## src/rtl/mem_arbiter.sv

```systemverilog
// mem_arbiter: shares one memory port between instruction fetch (if_*) and
// load/store data (d_*). One transaction is outstanding at a time. Data has
// fixed priority over fetch, but after MAX_D_STREAK consecutive data grants
// taken while a fetch was pending, the next contended grant goes to fetch.
//
// Optional feature: define MEM_ARB_TIMEOUT_EN to abort a WAIT that lasts
// TIMEOUT_CYCLES mem_req cycles without mem_ack; the owner then sees rvalid
// with err = 1 and rdata = 0. Without the macro, WAIT never times out and the
// err outputs are tied to 0.
//
// Ports:
//   clk_i, reset_i          clock (rising edge), synchronous active-high reset
//   if_req_i, if_addr_i     fetch request/address, req held until if_gnt_o
//   if_gnt_o                fetch accepted (combinational, IDLE only)
//   if_rvalid_o/_rdata_o/_err_o  fetch response strobe, data, error
//   d_req_i, d_we_i, d_addr_i, d_wdata_i, d_be_i  data request, held until d_gnt_o
//   d_gnt_o                 data accepted (combinational, IDLE only)
//   d_rvalid_o/_rdata_o/_err_o   data response strobe, load data (0 on writes), error
//   mem_req_o, mem_we_o, mem_addr_o, mem_wdata_o, mem_be_o  registered memory request
//   mem_ack_i, mem_rdata_i  memory completion strobe and read data
module mem_arbiter #(
    parameter int unsigned ADDR_W         = 32,
    parameter int unsigned DATA_W         = 32,
    parameter int unsigned MAX_D_STREAK   = 4,
    parameter int unsigned TIMEOUT_CYCLES = 64
) (
    input  logic                clk_i,
    input  logic                reset_i,
    input  logic                if_req_i,
    input  logic [ADDR_W-1:0]   if_addr_i,
    output logic                if_gnt_o,
    output logic                if_rvalid_o,
    output logic [DATA_W-1:0]   if_rdata_o,
    output logic                if_err_o,
    input  logic                d_req_i,
    input  logic                d_we_i,
    input  logic [ADDR_W-1:0]   d_addr_i,
    input  logic [DATA_W-1:0]   d_wdata_i,
    input  logic [DATA_W/8-1:0] d_be_i,
    output logic                d_gnt_o,
    output logic                d_rvalid_o,
    output logic [DATA_W-1:0]   d_rdata_o,
    output logic                d_err_o,
    output logic                mem_req_o,
    output logic                mem_we_o,
    output logic [ADDR_W-1:0]   mem_addr_o,
    output logic [DATA_W-1:0]   mem_wdata_o,
    output logic [DATA_W/8-1:0] mem_be_o,
    input  logic                mem_ack_i,
    input  logic [DATA_W-1:0]   mem_rdata_i
);

    localparam int unsigned BeW     = DATA_W / 8;
    localparam int unsigned StreakW = $clog2(MAX_D_STREAK + 1);
    localparam logic [StreakW-1:0] StreakMax = StreakW'(MAX_D_STREAK);

    // Illegal configurations land in this block; it is empty so that the check
    // is visible to elaboration without adding any logic.
    if (MAX_D_STREAK < 1 || TIMEOUT_CYCLES < 1 || (DATA_W % 8) != 0) begin : g_bad_params
    end

    typedef enum logic [0:0] {StIdle, StWait} state_e;

    state_e              state_q, state_d;
    logic [StreakW-1:0]  streak_q, streak_d;
    logic                owner_q;  // 1 = data owns the outstanding transaction
    logic                if_gnt, d_gnt;
    logic                ack_done;
    logic                tmo_done;

    logic                mem_req_q, mem_we_q;
    logic [ADDR_W-1:0]   mem_addr_q;
    logic [DATA_W-1:0]   mem_wdata_q;
    logic [BeW-1:0]      mem_be_q;
    logic                if_rvalid_q, d_rvalid_q;
    logic [DATA_W-1:0]   if_rdata_q, d_rdata_q;

    assign ack_done = (state_q == StWait) && mem_ack_i;

    // ---------------------------------------------------------------- FSM
    always_ff @(posedge clk_i) begin
        if (reset_i) begin
            state_q <= StIdle;
        end else begin
            state_q <= state_d;
        end
    end

    always_comb begin
        state_d = state_q;
        unique case (state_q)
            StIdle: if (if_gnt || d_gnt) state_d = StWait;
            StWait: if (ack_done || tmo_done) state_d = StIdle;
            default: state_d = StIdle;
        endcase
    end

    // Grant selection: data first unless the streak guard has tripped while
    // a fetch is waiting.
    always_comb begin
        if_gnt = 1'b0;
        d_gnt  = 1'b0;
        if (state_q == StIdle) begin
            if (d_req_i && !(if_req_i && (streak_q == StreakMax))) begin
                d_gnt = 1'b1;
            end else if (if_req_i) begin
                if_gnt = 1'b1;
            end
        end
    end

    assign if_gnt_o = if_gnt;
    assign d_gnt_o  = d_gnt;

    // ------------------------------------------------------ streak counter
    always_comb begin
        streak_d = streak_q;
        if (d_gnt) begin
            if (!if_req_i) begin
                streak_d = '0;
            end else if (streak_q != StreakMax) begin
                streak_d = streak_q + 1'b1;
            end
        end else if (if_gnt) begin
            streak_d = '0;
        end
    end

    always_ff @(posedge clk_i) begin
        if (reset_i) begin
            streak_q <= '0;
        end else begin
            streak_q <= streak_d;
        end
    end

    // --------------------------------------------------- request/response
    always_ff @(posedge clk_i) begin
        if (reset_i) begin
            owner_q     <= 1'b0;
            mem_req_q   <= 1'b0;
            mem_we_q    <= 1'b0;
            mem_addr_q  <= '0;
            mem_wdata_q <= '0;
            mem_be_q    <= '0;
            if_rvalid_q <= 1'b0;
            d_rvalid_q  <= 1'b0;
            if_rdata_q  <= '0;
            d_rdata_q   <= '0;
        end else begin
            if_rvalid_q <= 1'b0;
            d_rvalid_q  <= 1'b0;
            if (d_gnt) begin
                owner_q     <= 1'b1;
                mem_req_q   <= 1'b1;
                mem_we_q    <= d_we_i;
                mem_addr_q  <= d_addr_i;
                mem_wdata_q <= d_wdata_i;
                mem_be_q    <= d_be_i;
            end else if (if_gnt) begin
                owner_q     <= 1'b0;
                mem_req_q   <= 1'b1;
                mem_we_q    <= 1'b0;
                mem_addr_q  <= if_addr_i;
                mem_wdata_q <= '0;
                mem_be_q    <= '1;
            end
            if (ack_done) begin
                mem_req_q <= 1'b0;
                if (owner_q) begin
                    d_rvalid_q <= 1'b1;
                    d_rdata_q  <= mem_we_q ? '0 : mem_rdata_i;
                end else begin
                    if_rvalid_q <= 1'b1;
                    if_rdata_q  <= mem_rdata_i;
                end
            end else if (tmo_done) begin
                mem_req_q <= 1'b0;
                if (owner_q) begin
                    d_rvalid_q <= 1'b1;
                    d_rdata_q  <= '0;
                end else begin
                    if_rvalid_q <= 1'b1;
                    if_rdata_q  <= '0;
                end
            end
        end
    end

`ifdef MEM_ARB_TIMEOUT_EN
    localparam int unsigned TmoW = $clog2(TIMEOUT_CYCLES + 1);
    localparam logic [TmoW-1:0] TmoLast = TmoW'(TIMEOUT_CYCLES - 1);

    logic [TmoW-1:0] tmo_q, tmo_d;
    logic            if_err_q, d_err_q;

    // tmo_q counts completed mem_req cycles; the last allowed cycle has
    // tmo_q == TIMEOUT_CYCLES-1. An ack in that cycle still completes normally.
    assign tmo_done = (state_q == StWait) && !mem_ack_i && (tmo_q == TmoLast);

    always_comb begin
        tmo_d = tmo_q;
        if (if_gnt || d_gnt) begin
            tmo_d = '0;
        end else if (state_q == StWait) begin
            tmo_d = tmo_q + 1'b1;
        end
    end

    always_ff @(posedge clk_i) begin
        if (reset_i) begin
            tmo_q    <= '0;
            if_err_q <= 1'b0;
            d_err_q  <= 1'b0;
        end else begin
            tmo_q    <= tmo_d;
            if_err_q <= tmo_done && !owner_q;
            d_err_q  <= tmo_done && owner_q;
        end
    end

    assign if_err_o = if_err_q;
    assign d_err_o  = d_err_q;
`else
    assign tmo_done = 1'b0;
    assign if_err_o = 1'b0;
    assign d_err_o  = 1'b0;
`endif

    assign mem_req_o   = mem_req_q;
    assign mem_we_o    = mem_we_q;
    assign mem_addr_o  = mem_addr_q;
    assign mem_wdata_o = mem_wdata_q;
    assign mem_be_o    = mem_be_q;
    assign if_rvalid_o = if_rvalid_q;
    assign d_rvalid_o  = d_rvalid_q;
    assign if_rdata_o  = if_rdata_q;
    assign d_rdata_o   = d_rdata_q;

endmodule

```

## config.mk

```make
export PLATFORM = sky130hd
export DESIGN_NAME = mem_arbiter
export DESIGN_NICKNAME = d
export VERILOG_FILES = /design/src/rtl/mem_arbiter.sv
export SDC_FILE = /design/constraint.sdc
export NUM_CORES = 1
export LEC_CHECK = 0
export CAP_MARGIN = 10
export CORE_AREA = 2 2 129 131
export CTS_BUF_LIST = sky130_fd_sc_hd__clkbuf_16
export DETAILED_ROUTE_END_ITERATION = 10
export DIE_AREA = 0 0 131 133
export PLACE_DENSITY_LB_ADDON = 0.2
export REMOVE_ABC_BUFFERS = 1
export SETUP_SLACK_MARGIN = 0.05
export SLEW_MARGIN = 20
export SYNTH_ARGS = -nofsm -noshare
export SYNTH_HDL_FRONTEND = slang
export SYNTH_SLANG_ARGS = --single-unit
export TNS_END_PERCENT = 30
```

## constraint.sdc

```tcl
create_clock -name clk_i -period 2 [get_ports clk_i]
set_input_delay 0.2 -clock clk_i [delete_from_list [all_inputs] [get_ports clk_i]]
set_output_delay 0.2 -clock clk_i [all_outputs]
set_load 0.02 [all_outputs]
```

== Word level (Yosys, flattened, before mapping) ==
Cells that the tools add are included.

* Flip-flop bits (word level): 141
* Input port bits: 138
* Output and inout port bits: 140

* Add/subtract/negate cells: 1
* Equality and inequality tests: 3
* Mux-type cells: 26
* Bitwise gates (word level): 3
* Reductions and logical operators: 11

{| class="wikitable"
|+ Operators by type and width
! kind !! number
|-
| $mux W32 || 5
|-
| $mux W1 || 14
|-
| $mux W3 || 4
|-
| $mux W4 || 2
|-
| $reduce_and A2 Y1 || 3
|-
| $reduce_or A2 Y1 || 2
|-
| $add A3 B1 Y3 const B || 1
|-
| $eq A3 B3 Y1 const B || 1
|-
| $logic_and A1 B1 Y1 || 3
|-
| $ne A3 B2 Y1 const B || 1
|-
| $ne A3 B3 Y1 const B || 1
|-
| $not A1 Y1 || 3
|-
| $pmux W1 S2 || 1
|-
| $reduce_bool A2 Y1 || 1
|-
| $logic_not A1 Y1 || 1
|-
| $logic_or A1 B1 Y1 || 1
|}

== Logic depth before layout (Yosys ltp) ==
* Depth in word-level cells: 9
* Mapped depth: 7
* Mapped depth without buffers: 5

== Least setup slack after synthesis ==
Ideal clock, no wire load.

* Path kind: reg2reg
* From: reg streak_q[0]
* To: reg mem_addr_q[13] (netlist: mem_addr_o[13])
* Setup time: 0.095 ns
* Arrival time: 1.365 ns
* Required time: 1.905 ns
* Slack: 0.539 ns
* Cell stages (with the launch flop): 7
* Period minus slack after synthesis: 1.461 ns
* Path through: dfxtp_1 > inv_1 > ha_1 > nand3_1 > nand2_1 > buf_1 > a221oi_1

* Longest elaborated chain between the ends: 7
* Elaborated cells on any way between the ends: 10
* Those cells by class: eq/ne: 1; mux: 5; reduce/logical: 4

{| class="wikitable"
|+ RTL lines
! element !! RTL line !! source
|-
| from (decl) || 65 || <nowiki>logic [StreakW-1:0] streak_q, streak_d;</nowiki>
|-
| from (signal assigned) || 133 || <nowiki>streak_q <= streak_d;</nowiki>
|-
| $eq A3 B3 Y1 * || 104 || <nowiki>if (d_req_i && !(if_req_i && (streak_q == StreakMax))) begin</nowiki>
|-
| $logic_and A1 B1 Y1 * || 104 ||
|-
| $logic_not A1 Y1 * || 104 ||
|-
| $logic_and A1 B1 Y1 * || 104 ||
|-
| $mux W1 || 104 ||
|-
| $mux W1 || 103 || <nowiki>if (state_q == StIdle) begin</nowiki>
|-
| $mux W32 or $reduce_bool A2 Y1 (tied branches) || n/a ||
|-
| to (signal assigned) || 157 || <nowiki>mem_addr_q <= d_addr_i;</nowiki>
|-
| to (signal assigned) || 164 || <nowiki>mem_addr_q <= if_addr_i;</nowiki>
|-
| to (decl) || 72 || <nowiki>logic [ADDR_W-1:0] mem_addr_q;</nowiki>
|}

Every way passes the cells marked *; elsewhere a longest branch is shown, timed or not.
A chain may end at the register's enable or synchronous reset.

== Final worst setup path ==
* From: reg streak_q[0]
* To: out d_gnt_o

* Longest elaborated chain between the ends: 6

{| class="wikitable"
|+ RTL lines
! element !! RTL line !! source
|-
| $eq A3 B3 Y1 || 104 ||
|-
| $logic_and A1 B1 Y1 || 104 ||
|-
| $logic_not A1 Y1 || 104 ||
|-
| $logic_and A1 B1 Y1 || 104 ||
|-
| $mux W1 || 104 ||
|-
| $mux W1 || 103 ||
|-
| to (decl) || 40 || <nowiki>output logic d_gnt_o,</nowiki>
|}

No other way between the ends.

==> results_dict.tcl <==
set metrics [dict create \
    status "completed" \
    post_drt_wl_per_cell_um 17.2 \
    grt_remaining_overflow 0 \
    synth_edf_count 0 \
    max_slew_margin 0.497 \
    rows 47 \
    max_freq_mhz 532 \
    grt_max_degree 70 \
    place_congestion 0.765 \
    ir_drop_mv 0.545 \
    hpwl_um 12400 \
    die_area_um2 17400 \
    async_reset_ff_frac 0 \
    synth_seq_area_share 0.515 \
    detail_route.first_pass.iterations 4 \
    crit_arrival_ns 1.68 \
    synth_xor_area_frac 0 \
    hold_path_class "in -> reg" \
    cp-start-kind "flop" \
    hold_viol 0 \
    drc_errors 0 \
    synth_fa_ha_area_frac 0.00457 \
    crit_top_cell "inv_1" \
    path_clk_slew_ns 0.06 \
    synth_area_um2 5480 \
    worstSetupPathType "reg -> out" \
    tightest_slew_ns 0.754 \
    cts_sinks 141 \
    worstPathCellList "inv_1 > ha_1 > nand3_2 > nand2_1 > inv_1 > clkdlybuf4s15_1" \
    io_buffers 275 \
    slowest_delay_ns 0.35 \
    ys.flop_type "dfxtp_1" \
    drv_cap 0 \
    finalMaxSlewViolations 0 \
    setup_viol 0 \
    synth-compound-area-share 0.226 \
    wl_um 18200 \
    drive_gt1_frac 0.0643 \
    path_delay_family "buffers and inverters" \
    rsz0062_at_grt "yes" \
    synthMuxAreaShare 0.0585 \
    fin_nets 969 \
    synthCells 579 \
    cp_slowest_cell "dfxtp_1" \
    path_buf_inv 3 \
    period_minus_slack_ns 1.88 \
    fin_area_um2 8980 \
    grt_pass1_vias 5316 \
    post-route-period-util 0.941 \
    syn_avg_cell_area_um2 9.46 \
    via_per_inst 5.14 \
    yosys.area.top_type "dfxtp_1" \
    cp_max_fo 4 \
    powerDensity_nw_per_um2 857 \
    start_util 0.339 \
    io_pins 278 \
    final_common_cell "clkdlybuf4s50_1" \
    vias 5445 \
    clock_path_buffers 2 \
    synthSimpleGateAreaFrac 0.128 \
    place_area_um2 8360 \
    tns_ns 0 \
    htree_num_levels 4 \
    synth_top_area_frac 0.515 \
    synth_top_family_by_area "compound AO/OA/AOI/OAI gates" \
    synth_cell_types 32 \
    setup.worst_path.end_class "primary output" \
    post_cts_buffers 0 \
    clkLatencyLatePin_ns 0.42 \
    ant_nets 0 \
    die_height_um 133 \
    antenna_found_initial 0 \
    drt-initial-drc-count 261 \
    grt_usage 0.201 \
    cts_tree "done" \
    die_w_um 131 \
    clock-skew-final_ns 0.00855 \
    cts-root-buf "clkbuf_16" \
    ys_ff_latch 141 \
    core_um2 16200 \
    ys_warn_count 0 \
    final_cell_mix "clkdlybuf4s50_1 (272), dfxtp_1 (141), a21oi_1 (75), nand2_1 (72), nand3_1 (37)" \
    cp.required_ns 1.80 \
    area_delta_synth_final_pct 64.0 \
    cts_buffers 17 \
    n_antenna_cell 0 \
    dp_cells 1030 \
    fin_cells 1060 \
    synth_area_leaders "dfxtp_1 (52%), a21oi_1 (6.9%), mux2i_1 (5.8%)" \
    nFillCells 1417 \
    grt_pass1_wl_um 27500 \
    p_leak_nw 3.26 \
]
what timing repair did:
action                                  4_1_cts  5_1_grt
pin swaps                                     0        0
endpoints found under the setup margin        2        3
resized for setup                             2        3
hold buffers                                  0        0
routing by layer:
metal / track usage / up-vias / wire length (um)
li1: - / 2595 / -
met1: 0.220 / 2615 / 7230
met2: 0.347 / 215 / 8880
met3: 0.0841 / 20 / 1810
met4: 0.0686 / 0 / 300
met5: 0 / - / 0
worst paths after layout:
kind                    endpoint  slack (ns)  cells after the start     startpoint
setup / recovery         d_gnt_o        0.12                      6    streak_q[0]
hold / removal       if_rvalid_o        0.21                      2        reset_i
setup reg to reg  mem_wdata_o[6]        0.20                      6    streak_q[0]
hold reg to reg    if_rdata_o[6]        0.45                      2  if_rdata_o[6]
power by group:
group	total [mW]	internal (mW)	switching (mW)
registers	3.04	2.96	0.0827
clock network	3.38	2.19	1.19
logic	1.28	0.666	0.613
cell families (layout without fill, tap and decap cells):
| kind of cell | after synthesis | count (layout) |
|---|---|---|
| AOI/OAI and AO/OA | 180 | 180 |
| adders and majority gates | 2 | 2 |
| buffers and inverters | 66 | 326 |
| DFF | 141 | 141 |
| muxes | 32 | 32 |
| other | 1 | 2 |
| and+or+nand+nor | 157 | 157 |
state kept, by name, summed over array words and instances, names as in the netlist, 3 cells and up:
name,cells
mem_addr_o,32
mem_wdata_o,32
if_rdata_o,32
streak_q,3
d_rdata_o,32
mem_be_o,4
cells in the mapped netlist (4+ instances only):
| master | number |
|---|---|
| dfxtp_1 | 141 |
| a22o_1 | 32 |
| clkbuf_1 | 25 |
| o22ai_1 | 4 |
| a21oi_1 | 75 |
| buf_12 | 4 |
| o211ai_1 | 34 |
| nor2_1 | 33 |
| buf_2 | 27 |
| a221oi_1 | 32 |
| mux2i_1 | 32 |
| nand3_1 | 38 |
| nand2_1 | 72 |
area by class of cell:
| type | instances | area (um2) | share of cell area |
|---|---|---|---|
| clock buffers | 17 | 425 | 0.0474 |
| inverters | 3 | 11.3 | 0.00125 |
| clock inverters | 13 | 198 | 0.0220 |
| multi-input cells | 373 | 2310 | 0.257 |
| flip-flops and latches | 141 | 2820 | 0.314 |
| repair buffers | 293 | 2940 | 0.328 |
| well taps | 220 | 275 | 0.0306 |
stage by stage:
step	power [mW]	util	hold slack (ns)	worst slack, ns
2_1_floorplan	3.61	-	0.269	-1.34
3_3_place_gp	4.36	0.517	0.441	0.131
3_5_place_dp	4.39	0.517	0.447	0.101
4_1_cts	7.78	0.556	0.193	0.0292
5_1_grt	7.99	0.555	0.221	0.00850
6_report	7.70	0.555	0.207	0.119
(Power assumes the default switching activity.)
